<file path="src/rtl/alu_pkg.sv">
// Shared encodings for the pipelined ALU: FSM states, operation class and select codes.
package alu_pkg;

   typedef enum logic [1:0] {
      ST_IDLE = 2'd0,
      ST_BUSY = 2'd1,
      ST_DONE = 2'd2
   } state_e;

   localparam logic CLS_ARITH = 1'b1;
   localparam logic CLS_LOGIC = 1'b0;

   localparam logic [1:0] SEL_ADD = 2'b00;
   localparam logic [1:0] SEL_SUB = 2'b01;
   localparam logic [1:0] SEL_MUL = 2'b10;
   localparam logic [1:0] SEL_INC = 2'b11;

   localparam logic [1:0] SEL_AND = 2'b00;
   localparam logic [1:0] SEL_OR  = 2'b01;
   localparam logic [1:0] SEL_XOR = 2'b10;
   localparam logic [1:0] SEL_NOT = 2'b11;

   function automatic logic is_mul(input logic cls, input logic [1:0] sel);
      return (cls == CLS_ARITH) && (sel == SEL_MUL);
   endfunction

endpackage

</file>
<file path="src/rtl/alu_mul_seq.sv">
// Shift-add unsigned multiplier: one partial product per step, WIDTH steps per product.
// done_o is a combinational pulse in the last step; prod_o then carries the final product.
module alu_mul_seq
   import alu_pkg::*;
#(
   parameter int WIDTH = 8,
   parameter int CNT_W = 6
) (
   input  logic               clk,
   input  logic               rst_i,
   input  logic               start_i,
   input  logic               step_i,
   input  logic [WIDTH-1:0]   a_i,
   input  logic [WIDTH-1:0]   b_i,
   output logic [2*WIDTH-1:0] prod_o,
   output logic               done_o
);

   logic [2*WIDTH-1:0] acc_q, acc_d;
   logic [2*WIDTH-1:0] mcand_q;
   logic [WIDTH-1:0]   mplier_q;
   logic [CNT_W-1:0]   cnt_q;

   always_comb begin
      acc_d  = acc_q + (mplier_q[0] ? mcand_q : '0);
      prod_o = acc_d;
      done_o = step_i && (cnt_q == CNT_W'(WIDTH - 1));
   end

   always_ff @(posedge clk) begin
      if (rst_i) begin
         acc_q    <= '0;
         mcand_q  <= '0;
         mplier_q <= '0;
         cnt_q    <= '0;
      end else if (start_i) begin
         acc_q    <= '0;
         mcand_q  <= {{WIDTH{1'b0}}, a_i};
         mplier_q <= b_i;
         cnt_q    <= '0;
      end else if (step_i) begin
         acc_q    <= acc_d;
         mcand_q  <= mcand_q << 1;
         mplier_q <= mplier_q >> 1;
         cnt_q    <= cnt_q + CNT_W'(1);
      end
   end

endmodule

</file>
<file path="src/rtl/alu_pipe.sv">
// Handshaked ALU with IDLE/BUSY/DONE control; single-cycle ops finish the cycle after acceptance.
// Define ALU_PIPE_MUL_EN to build the sequential multiplier; otherwise multiply reports illegal.
module alu_pipe
   import alu_pkg::*;
#(
   parameter int WIDTH        = 8,
   parameter int MUL_CYCLES_W = 6
) (
   input  logic             clk,
   input  logic             rst,
   input  logic [WIDTH-1:0] a,
   input  logic [WIDTH-1:0] b,
   input  logic             ctrl,
   input  logic [1:0]       S,
   input  logic             in_valid,
   output logic             in_ready,
   output logic [WIDTH-1:0] Y,
   output logic [WIDTH-1:0] Y_hi,
   output logic             carry,
   output logic             zero,
   output logic             illegal,
   output logic             out_valid,
   input  logic             out_ready
);

   if (WIDTH < 4 || WIDTH > 32 || (2 ** MUL_CYCLES_W) < WIDTH) begin : g_cfg_check
      $error("alu_pipe: unsupported WIDTH/MUL_CYCLES_W combination");
   end

   state_e state_q, state_d;

   logic [WIDTH-1:0] y_q, y_d;
   logic [WIDTH-1:0] yhi_q, yhi_d;
   logic             carry_q, carry_d;
   logic             zero_q, zero_d;
   logic             illegal_q, illegal_d;

   logic             accept;
   logic             req_mul;
   logic [WIDTH-1:0] alu_y;
   logic             alu_c;

   assign accept  = in_valid && (state_q == ST_IDLE);
   assign req_mul = is_mul(ctrl, S);

`ifdef ALU_PIPE_MUL_EN
   logic [2*WIDTH-1:0] mul_prod;
   logic               mul_done;

   alu_mul_seq #(
      .WIDTH (WIDTH),
      .CNT_W (MUL_CYCLES_W)
   ) u_mul (
      .clk     (clk),
      .rst_i   (rst),
      .start_i (accept && req_mul),
      .step_i  (state_q == ST_BUSY),
      .a_i     (a),
      .b_i     (b),
      .prod_o  (mul_prod),
      .done_o  (mul_done)
   );
`endif

   // Single-cycle datapath; multiply yields 0 here and is either replaced or flagged illegal.
   always_comb begin
      alu_y = '0;
      alu_c = 1'b0;
      if (ctrl == CLS_ARITH) begin
         case (S)
            SEL_ADD: {alu_c, alu_y} = {1'b0, a} + {1'b0, b};
            SEL_SUB: {alu_c, alu_y} = {1'b0, a} + {1'b0, ~b} + (WIDTH + 1)'(1);
            SEL_INC: {alu_c, alu_y} = {1'b0, a} + (WIDTH + 1)'(1);
            default: begin
               alu_y = '0;
               alu_c = 1'b0;
            end
         endcase
      end else begin
         case (S)
            SEL_AND: alu_y = a & b;
            SEL_OR:  alu_y = a | b;
            SEL_XOR: alu_y = a ^ b;
            default: alu_y = ~a;
         endcase
      end
   end

   always_ff @(posedge clk) begin
      if (rst) begin
         state_q <= ST_IDLE;
      end else begin
         state_q <= state_d;
      end
   end

   always_comb begin
      state_d = state_q;
      case (state_q)
         ST_IDLE: begin
            if (accept) begin
`ifdef ALU_PIPE_MUL_EN
               state_d = req_mul ? ST_BUSY : ST_DONE;
`else
               state_d = ST_DONE;
`endif
            end
         end
         ST_BUSY: begin
`ifdef ALU_PIPE_MUL_EN
            if (mul_done) state_d = ST_DONE;
`else
            state_d = ST_IDLE;
`endif
         end
         ST_DONE: begin
            if (out_ready) state_d = ST_IDLE;
         end
         default: state_d = ST_IDLE;
      endcase
   end

   always_comb begin
      in_ready  = (state_q == ST_IDLE);
      out_valid = (state_q == ST_DONE);
   end

   // Result registers only load when entering DONE, so they hold steady for the consumer.
   always_comb begin
      y_d       = y_q;
      yhi_d     = yhi_q;
      carry_d   = carry_q;
      zero_d    = zero_q;
      illegal_d = illegal_q;
`ifdef ALU_PIPE_MUL_EN
      if (accept && !req_mul) begin
         y_d       = alu_y;
         yhi_d     = '0;
         carry_d   = alu_c;
         zero_d    = (alu_y == '0);
         illegal_d = 1'b0;
      end else if (state_q == ST_BUSY && mul_done) begin
         y_d       = mul_prod[WIDTH-1:0];
         yhi_d     = mul_prod[2*WIDTH-1:WIDTH];
         carry_d   = 1'b0;
         zero_d    = (mul_prod == '0);
         illegal_d = 1'b0;
      end
`else
      if (accept) begin
         y_d       = alu_y;
         yhi_d     = '0;
         carry_d   = alu_c;
         zero_d    = (alu_y == '0);
         illegal_d = req_mul;
      end
`endif
   end

   always_ff @(posedge clk) begin
      if (rst) begin
         y_q       <= '0;
         yhi_q     <= '0;
         carry_q   <= 1'b0;
         zero_q    <= 1'b0;
         illegal_q <= 1'b0;
      end else begin
         y_q       <= y_d;
         yhi_q     <= yhi_d;
         carry_q   <= carry_d;
         zero_q    <= zero_d;
         illegal_q <= illegal_d;
      end
   end

   assign Y       = y_q;
   assign Y_hi    = yhi_q;
   assign carry   = carry_q;
   assign zero    = zero_q;
   assign illegal = illegal_q;

endmodule

</file>
<file path="config.mk">
export PLATFORM = sky130hd
export DESIGN_NAME = alu_pipe
export DESIGN_NICKNAME = d
export VERILOG_FILES = /design/src/rtl/alu_pkg.sv /design/src/rtl/alu_mul_seq.sv /design/src/rtl/alu_pipe.sv
export SDC_FILE = /design/constraint.sdc
export NUM_CORES = 1
export LEC_CHECK = 0
export ABC_CLOCK_PERIOD_IN_PS = 3450
export CAP_MARGIN = 20
export CORE_MARGIN = 2
export CORE_UTILIZATION = 26
export CTS_CLUSTER_SIZE = 24
export DETAILED_ROUTE_END_ITERATION = 8
export SYNTH_ARGS = -nofsm -noshare
export SYNTH_HDL_FRONTEND = slang
export SYNTH_SLANG_ARGS = --single-unit
</file>
<file path="constraint.sdc">
create_clock -name clk -period 3.45 [get_ports clk]
set_clock_uncertainty 0.1 [all_clocks]
set_input_delay 0.69 -clock clk [delete_from_list [all_inputs] [get_ports clk]]
set_output_delay 0.69 -clock clk [all_outputs]
set_load 0.01 [all_outputs]
</file>
Word level (Yosys, flattened, before mapping). Cells that the tools add are included. Widths: inputs -> output; s select.

Memories: 0. Latch bits: 0. Output and inout port bits: 21. ROM bits: 0. Register bits after elaboration: 13. Memory bits (writable): 0.

Bitwise logic cells: 5. Reductions and logical operators: 6. $add $sub $neg: 4. Equal/unequal tests: 6. $lt $le $gt $ge: 0. $mul: 0. Div/mod/pow operators: 0. Muxes and demuxes: 8. Shift operators: 0.

Operators with widths (number): $pmux 8 s3 (2); $add 8x8->9 (2); $not 8->8 (2); $add 8x1->9 const B (1); $add 9x1->9 const B (1); $and 8x8->8 (1); $logic_not 8->1 (1); $mux 8 (1); $or 8x8->8 (1); $xor 8x8->8 (1); $eq 2x2->1 const B (3); $logic_not 2->1 (2); $mux 2 (2); $ne 2x1->1 const B (2); $pmux 2 s2 (1); $pmux 1 s3 (1); $eq 2x1->1 const B (1); $logic_and 1x1->1 (2); $reduce_and 2->1 (1); $mux 1 (1).

Logic depth before layout (Yosys ltp). Gate-level depths: netlist of the first run.

Depth in word-level cells: 6. Depth in mapped cells: 10.

Worst setup path after synthesis of the first run. No wires, ideal clock.

Path kind: in2reg. Start point: input a[2]. End point: register zero_q, in the netlist zero. Setup slack: 0.436 ns. Stages: 10. Required time: 3.263 ns. Arrival: 2.827 ns. Path through: clkbuf_1 > inv_1 > ha_1 > inv_1 > mux2i_1 > a211oi_2 > o21ai_1 > or4_1 > a2111o_1 > o31ai_1.

Cells in the longest elaborated chain, start to end: 5. Elaborated cells on any way between the ends: 12. Those cells by class: add/sub: 4; mux: 3; bitwise: 4; reduce/logical: 1.

Ends and longest elaborated chain: from (decl) (RTL line alu_pipe.sv:11) `input logic [WIDTH-1:0] a,`; $add 8x8->9 (RTL line alu_pipe.sv:72) `SEL_SUB: {alu_c, alu_y} = {1'b0, a} + {1'b0, ~b} + (WIDTH + 1)'(1);`; $add 9x1->9 (RTL line alu_pipe.sv:72); $pmux 8 s3 (RTL line alu_pipe.sv:70) `case (S)`; $mux 8 * (RTL line alu_pipe.sv:69) `if (ctrl == CLS_ARITH) begin`; $logic_not 8->1 * (RTL line alu_pipe.sv:154) `zero_d = (alu_y == '0);`; to (signal assigned) (RTL line alu_pipe.sv:171) `zero_q <= zero_d;`; to (decl) (RTL line alu_pipe.sv:35) `logic zero_q, zero_d;`.

Mark *: on every way between the ends. The rest lies on a longest branch, timed or not. A chain may end at the register's enable or synchronous reset.

Worst setup path after layout of the first run.
Start point: input b[0]. End point: register zero_q, in the netlist zero.

Cells in the longest elaborated chain, start to end: 6. Elaborated cells on any way between the ends: 11. Those cells by class: add/sub: 3; mux: 3; bitwise: 4; reduce/logical: 1.

Ends and longest elaborated chain: from (decl) (RTL line alu_pipe.sv:12) `input logic [WIDTH-1:0] b,`; $not 8->8 (RTL line alu_pipe.sv:72); $add 8x8->9 (RTL line alu_pipe.sv:72); $add 9x1->9 (RTL line alu_pipe.sv:72); $pmux 8 s3 (RTL line alu_pipe.sv:70); $mux 8 * (RTL line alu_pipe.sv:69); $logic_not 8->1 * (RTL line alu_pipe.sv:154).

Marked as above.

==> metrics.txt, run 1 <==
initial cell density of the core 0.272; GP Congestion 0.897; largest net degree at the start of global routing 15; Setup CP Type primary input to flip-flop; RSZ-0062 raised after global routing false; Placed Cells incl. Taps 404; FP Rows 30; DP HPWL 4.35 mm; crit start category primary input; Seq/Total Area, Yosys 0.129; grt ovf 0; Setup crit end kind flip-flop; max cap viols 0; status finished, final reports clean; Post-DP Area 2500 um^2; max incr delay on CP 0.52 ns; fin cells 407; Die W 88.7 um; Rel. slew slack 0.623; fraction of layout cells with a size suffix above 1 0.161; I/O Pins 44; Req. time, crit path 3.50 ns; EDFF count, synth 0; TritonCTS clock tree built; final std cell area, no fill 2550 um^2; Layout area overhead 37.0%; NumNets Final 363; slowest stage cell, crit path or4_1; clk buf depth 2; Antenna Nets Post-Route 0; r2r setup slk 1.53 ns; I/O Buffers 35; CP Cell Sequence clkdlybuf4s50_1 -> ha_2 -> fa_2 -> mux2i_1 -> xnor2_1 -> o211a_1 -> o21ai_1 -> or4_1 -> a2111o_1 -> o31ai_1; Hold Crit Class flip-flop to flip-flop; Leak Pwr 1.15 nW; die area 7870 um^2; #FFs+latches synth 12; Mapped Area 1870 um^2; predominant post-synthesis flop cell dfxtp_1; Max FO, Critical Path 3; VDD IR-drop max 114 uV; Pre-antenna DRT Iters 4; Pwr per Cell Area 232 nW/um^2; hold endpoint illegal; CP Launch Point b[0]; Distinct cells, synth 46; H-tree depth 1; Pins Over Slew Limit 0; Clock Latency Late Sink 0.23 ns; initial antenna violation count 0; antenna cells 0; hold path start illegal; Hold Crit Depth 2; Setup Buffers After CTS 0; core region area 6870 um^2; Num CTS Buffers 3; Syn Inst Count 253; wire per inst 12.8 um; Hold WS 0.357 ns; Total GRT Usage 0.134; final setup vio count 0; clock-pin slew on the worst setup and hold paths 0.05 ns; Chip Height 88.7 um; Vias per Instance 4.70; slew of the pin with the lowest slew margin 0.564 ns; Fin. Hold Viols 0; f_max 306 MHz; drt first-iter violations 78; worst path arrival time 3.32 ns; first-pass GRT wire length 8.34 mm; Worst R2R Path Depth 5; R2R Path End zero; YS warnings 0; fin util 0.372; CTS Root Cell clkbuf_8; fin crit share 0.947; r2r startpoint state_q[1]; asr flop ratio synth 0; Via Count 1913; CTS sink count 12; Avg Synthesized Cell Area 7.37 um^2; vias in the first global route 1797; fin crit period 3.27 ns; DR DRC count 0; Routed WL 5.22 mm
-- worst max-delay path: cells and delay by family --
kind                     cells  cell delay (ns)
AO/OA/AOI/OAI                4             0.77
adder cells (fa/ha/maj)      2             0.57
AND/OR/NAND/NOR              1             0.52
buffers and inverters        1             0.45
multiplexers                 1             0.17
XOR/XNOR                     1             0.14
-- per-stage QoR --
stage | TNS (ns) | setup slack, ns | power, mW
finish | 0 | 0.183 | 0.592
global route | 0 | 0.00533 | 0.638
CTS | 0 | 0.00873 | 0.596
detailed placement | -0.277 | -0.277 | 0.470
global placement | -0.249 | -0.249 | 0.468
floorplan | 0 | 0.436 | 0.343
-- worst max-delay path by stage --
stage,end,slack (ns),depth (start not counted)
global route,zero,0.005,10
detailed placement,zero,-0.28,11
floorplan,zero,0.44,10
CTS,zero,0.009,11
finish,zero,0.18,10
global placement,zero,-0.25,11
-- Yosys cell counts, types with 6 or more instances --
cell type   n  area share
clkbuf_1    7       0.014
nor2_1     18       0.036
nand3_1    13       0.035
o21ai_0    14       0.038
buf_4      10       0.040
xnor2_1     9       0.042
ha_1       25        0.17
nand2b_1    6       0.020
nand2_1    14       0.028
inv_1      28       0.056
nor3_1      8       0.021
a21oi_1    14       0.038
dfxtp_1    12        0.13
a211oi_1    6       0.024
-- metal layers --
| layer | GRT usage | wire [um] | vias up |
|---|---|---|---|
| li1 | - | - | 995 |
| met1 | 0.182 | 2440 | 855 |
| met2 | 0.227 | 2460 | 59 |
| met3 | 0.0196 | 291 | 4 |
| met4 | 0.0234 | 34 | 0 |
| met5 | 0 | 0 | - |
-- registers in the layout, indices dropped and copies added (netlist names) --
| register | count |
|---|---|
| state_q | 1 |
| illegal | 1 |
| Y | 8 |
| carry | 1 |
| zero | 1 |
-- power by group --
group	switching (mW)	leakage, nW	internal (mW)
Sequential	0.00520	0.0986	0.149
Clock	0.0465	0.0216	0.0765
Combinational	0.160	1.02	0.155
-- final cells by class --
cell class,instances,area [um^2]
fillers,735,4310
multi-input cells,197,1430
repair buffers,69,608
flip-flops and latches,12,240
well taps,96,120
inverters,30,113
clock buffers,3,41.3
-- placed cells by master, fill, tap and decap left out, drive strengths merged, types with 2 or more instances in the layout --
cell type and instances:
clkdlybuf4s50 34, buf 34, inv 30, ha 25
nor2 18, o21ai 17, a21oi 14, nand2 14
nand3 13, dfxtp 12, xnor2 9, nor3 8
conb 8, a211oi 8, nand2b 6, nor2b 4
mux2i 4, o31ai 4, o22ai 4, o21bai 3
o211ai 3, a31oi 3, o211a 3, nand4 3
mux4 3, clkbuf 3, o221ai 2, and3 2
a21o 2, nor4 2, o22a 2, fa 2
a22oi 2
-- kinds of logic after synthesis --
family                     after synthesis  synth area share
other                                    1           0.00201
adders and majority gates               27             0.189
and+or+nand+nor                         74             0.192
muxes                                    7            0.0577
AOI/OAI and AO/OA                       71             0.258
DFF                                     12             0.129
buffers and inverters                   51             0.125
xor gates and xnor gates                10            0.0470
-- repair_timing --
item,in CTS,in global routing
resized for setup,1,5
hold endpoints to repair,0,0
endpoints found under the setup margin,1,1
hold buffers,0,0
No activity file was read; power rests on OpenSTA's default activity.
==> inputs of run 2 (changes only) <==
- PLACE_DENSITY_LB_ADDON: default -> 0.05
- SLEW_MARGIN: default -> 40
==> metrics.txt, run 2 (synthesis results as in run 1) <==
Fin. Hold Viols 0 (unchanged); DR DRC count 0 (unchanged); CTS Root Cell clkbuf_8; Via Count 1920 (+0.37%); CP Buf/Inv Count 1 (unchanged); fraction of layout cells with a size suffix above 1 0.175 (+0.0142); Fin Setup TNS 0 ns (unchanged); Antenna Nets Post-Route 0 (unchanged); max incr delay on CP 0.53 ns (about the same); H-tree depth 1 (unchanged); Die W 88.7 um (unchanged); CP top delay family compound AO/OA/AOI/OAI gates; Num CTS Buffers 3 (unchanged); Pwr per Cell Area 242 nW/um^2 (+4.3%); vias in the first global route 1764 (-1.8%); grt ovf 0 (unchanged); Max FO, Critical Path 3 (unchanged); slowest stage cell, crit path or4_1; clock-pin slew on the worst setup and hold paths 0.05 ns (about the same); Setup CP Type primary input to flip-flop; Total GRT Usage 0.140 (+0.00622); CTS sink count 12 (unchanged); DP HPWL 4.62 mm (+6.2%); antenna cells 0 (unchanged); wire per inst 13.0 um (+1.6%); FP Rows 30 (unchanged); core region area 6870 um^2 (unchanged); initial antenna violation count 0 (unchanged); Pins Over Slew Limit 0 (unchanged); max cap viols 0 (unchanged); GP Congestion 0.805 (-10%); TritonCTS clock tree built; NumNets Final 371 (+2.2%); Layout area overhead 41.2%; Setup Buffers After CTS 0 (unchanged); I/O Pins 44 (unchanged); status finished, final reports clean; I/O Buffers 35 (unchanged); Post-CTS Hold Fix Bufs 0 (unchanged); Vias per Instance 4.62 (-1.8%); initial cell density of the core 0.272 (unchanged); Setup crit end kind flip-flop; first-pass GRT wire length 8.72 mm (+4.6%); Req. time, crit path 3.51 ns (about the same); Largest register FFs 8 (unchanged); Pre-antenna DRT Iters 4 (unchanged); fillers 764 (+3.9%); drt first-iter violations 87 (+12%); VDD IR-drop max 99.8 uV (-13%); Clock Latency Late Sink 0.24 ns (about the same); Final Power 637 uW (+7.5%); Chip Height 88.7 um (unchanged); Leak Pwr 1.20 nW (+5.2%); fin crit period 3.29 ns (+0.0207 ns); Hold Crit Class flip-flop to flip-flop; clk buf depth 2 (unchanged); fin crit share 0.953 (+0.00601); largest net degree at the start of global routing 24 (+9); f_max 304 MHz (-0.63%); die area 7870 um^2 (unchanged); Routed WL 5.42 mm (+3.8%); CP Cell Sequence clkdlybuf4s50_1 -> ha_2 -> fa_1 -> mux2i_1 -> xnor2_1 -> o211a_1 -> o21ai_1 -> or4_1 -> a2111o_1 -> o31ai_1; final setup vio count 0 (unchanged); commonest non-fill, non-tap cell in the layout buf_4; crit start category primary input; commonest non-fill, non-tap cells in the layout buf_4 (41), clkdlybuf4s50_1 (33), inv_1 (28), ha_1 (24), nor2_1 (18); RSZ-0062 raised after global routing false; worst path arrival time 3.35 ns (+0.03 ns)
## run 2: cell count changes in the layout (fill, tap and decap cells not counted), sizes merged
cell,previous run,this run
buf,34,42
dlymetal6s2s,1,2
clkbuf,3,4
clkdlybuf4s50,34,33
## run 2: where the power goes
part | total [mW] | switching (mW) | leakage, nW | internal [mW]
Combinational | 0.328 | 0.163 | 1.08 | 0.166
Clock | 0.155 | 0.0539 | 0.0288 | 0.101
Sequential | 0.154 | 0.00521 | 0.0986 | 0.149
## run 2: worst paths after layout
kind | from | to | slack [ns] | cells past startpoint
max | b[0] | zero | 0.16 | 10
min | Y[3] | Y[3] | 0.36 | 2
max reg2reg | state_q[1] | zero | 1.51 | 5
min reg2reg | Y[3] | Y[3] | 0.36 | 2
## run 2: layout make-up
class                      count  area (um^2)  share of cell area
timing repair buffer          77          683               0.259
clock buffer                   4         55.1              0.0209
tap                           96          120              0.0456
sequential                    12          240              0.0912
multi-input combinational    197         1420               0.540
inverter                      30          113              0.0428
## run 2: per-layer routing
metal,routed length [um],GRT usage
met1,2800,0.205
met2,2350,0.223
met3,198,0.00840
met4,74,0.0344
met5,0,0
## run 2: timing repair
action,in CTS,in global routing
setup endpoints to repair,1,1
resized for setup,1,3
pin swaps,0,0
endpoints found under the hold margin,0,0
## run 2: tightest hold or removal path, delay by kind of cell, from the launching register on
kind / cells / cell delay (ns)
AO/OA/AOI/OAI: 1 / 0.05
AND/OR/NAND/NOR: 1 / 0.05
flip-flops: 1 / 0.31
## run 2: stage by stage
stage                     hold slack (ns)  setup slack [ns]  instance area (um^2)  instances   util
final                               0.356             0.162                  2630        416  0.383
after CTS                           0.361            0.0251                  2630        416  0.382
after global placement              0.347            -0.251                  2570        412  0.374
after floorplan                     0.376             0.436                  1890        260      -
after detailed placement            0.354            -0.254                  2570        412  0.374
after global routing                0.395           0.00929                  2630        416  0.383
==> inputs of run 3 (changes only) <==
--- a/config.mk
+++ b/config.mk
@@ -13,3 +13,3 @@
 export DETAILED_ROUTE_END_ITERATION = 8
-export PLACE_DENSITY_LB_ADDON = 0.05
+export PLACE_DENSITY = 0.52
 export SLEW_MARGIN = 40
==> constraint.sdc (replaced) <==
create_clock -name clk -period 3.45 [get_ports clk]
set_clock_uncertainty 0.1 [all_clocks]
set_input_delay 0.5175 -clock clk [delete_from_list [all_inputs] [get_ports clk]]
set_output_delay 0.5175 -clock clk [all_outputs]
set_load 0.01 [all_outputs]
==> metrics.txt, run 3 (synthesis results as in run 1) <==
final std cell area, no fill 2430 um^2 (-7.6%); TritonCTS clock tree built; commonest non-fill, non-tap cells in the layout clkdlybuf4s50_1 (35), inv_1 (28), ha_1 (25), buf_4 (20), nor2_1 (18); Via Count 1868 (-2.7%); Die W 88.7 um (unchanged); Layout area overhead 30.5%; max incr delay on CP 0.53 ns (about the same); Placed Cells incl. Taps 390 (-5.3%); commonest non-fill, non-tap cell in the layout clkdlybuf4s50_1; largest net degree at the start of global routing 15 (-38%); final setup vio count 0 (unchanged); Pre-antenna DRT Iters 4 (unchanged); wire per inst 13.2 um (+0.91%); initial cell density of the core 0.272 (unchanged); Setup CP Type primary input to flip-flop; FP Rows 30 (unchanged); crit start category primary input; Routed WL 5.17 mm (-4.7%); fin crit share 0.952 (about the same); Total GRT Usage 0.133 (-0.00756); vias in the first global route 1716 (-2.7%); antenna cells 0 (unchanged); RSZ-0062 raised after global routing false; clock-pin slew on the worst setup and hold paths 0.05 ns (about the same); drt first-iter violations 67 (-23%); Vias per Instance 4.75 (+3.0%); Leak Pwr 1.07 nW (-11%); Hold Crit Class flip-flop to flip-flop; initial antenna violation count 0 (unchanged); Setup crit end kind flip-flop; fin util 0.354 (-0.0290); Post-CTS Hold Fix Bufs 0 (unchanged); fraction of layout cells with a size suffix above 1 0.108 (-0.0673); first-pass GRT wire length 8.29 mm (-5.0%); NumNets Final 349 (-5.9%); Hold WS 0.350 ns (-0.00539 ns); Rel. slew slack 0.614; fin crit period 3.29 ns (-0.00259 ns); CP top delay family compound AO/OA/AOI/OAI gates; H-tree depth 1 (unchanged); die area 7870 um^2 (unchanged); Pwr per Cell Area 236 nW/um^2 (-2.4%); clk buf depth 2 (unchanged); Chip Height 88.7 um (unchanged); DP HPWL 4.40 mm (-4.8%); grt ovf 0 (unchanged); slew of the pin with the lowest slew margin 0.578 ns; Post-DP Area 2390 um^2 (-6.9%); Clock Latency Late Sink 0.23 ns (about the same); Max FO, Critical Path 3 (unchanged); VDD IR-drop max 92.9 uV (-6.9%); fin cells 393 (-5.5%); Num CTS Buffers 3 (unchanged); Final Power 575 uW (-9.7%); Hold Crit Depth 2 (unchanged); core region area 6870 um^2 (unchanged); GP Congestion 0.860 (+6.8%); Worst R2R Path Depth 5 (unchanged); Antenna Nets Post-Route 0 (unchanged); Largest register FFs 8 (unchanged); I/O Buffers 35 (unchanged); CP Depth 11 (+1); DR DRC count 0 (unchanged); Pins Over Slew Limit 0 (unchanged); max cap viols 0 (unchanged); CP Buf/Inv Count 2 (+1); status finished, final reports clean; I/O Pins 44 (unchanged); f_max 304 MHz (about the same); slowest stage cell, crit path or4_1; Fin. Hold Viols 0 (unchanged); CTS Root Cell clkbuf_8; worst path arrival time 3.33 ns (-0.02 ns); CP Cell Sequence clkdlybuf4s50_1 -> inv_1 -> ha_1 -> fa_2 -> mux2i_1 -> xnor2_1 -> o211a_1 -> o21ai_1 -> or4_1 -> a2111o_1 -> o31ai_1; CTS sink count 12 (unchanged); Req. time, crit path 3.50 ns (about the same)
## run 3: cell type report
class / instances / area [um^2]
fillers: 753 / 4430
well taps: 96 / 120
repair buffers: 55 / 500
flip-flops and latches: 12 / 240
clock buffers: 3 / 41.3
inverters: 30 / 113
multi-input cells: 197 / 1420
## run 3: worst paths after layout
check	startpoint	end	slack (ns)
max	a[0]	zero	0.16
min	Y[3]	Y[3]	0.35
max reg2reg	state_q[1]	zero	1.49
min reg2reg	Y[3]	Y[3]	0.35
## run 3: worst reg2reg max path, stage by stage, from the launching register on
cell and delay, ns:
dfxtp_1 0.33, nor2b_1 0.24, o21ai_1 0.13, or4_1 0.53, a2111o_1 0.35, o31ai_1 0.18
## run 3: per-stage QoR
step / TNS (ns) / setup WS (ns)
after floorplan: 0 / 0.609
after global placement: -0.0604 / -0.0604
after detailed placement: -0.125 / -0.125
after CTS: 0 / 0.111
after global routing: 0 / 0.0291
final: 0 / 0.164
## run 3: layer usage
layer	GRT usage	up-vias	share of wire
li1	-	964	-
met1	0.179	849	0.48
met2	0.234	51	0.48
met3	0.00933	4	0.041
met4	0.0234	0	0.0048
met5	0	-	0
## run 3: report_power, final
group | leakage (nW) | switching (mW) | internal (mW)
combinational | 0.950 | 0.159 | 0.139
clock | 0.0216 | 0.0461 | 0.0765
sequential | 0.0986 | 0.00518 | 0.149
## run 3: repair_timing
action                                  4_1_cts  5_1_grt
setup buffers                                 0        0
gates resized for setup                       0        1
endpoints found under the setup margin        0        1
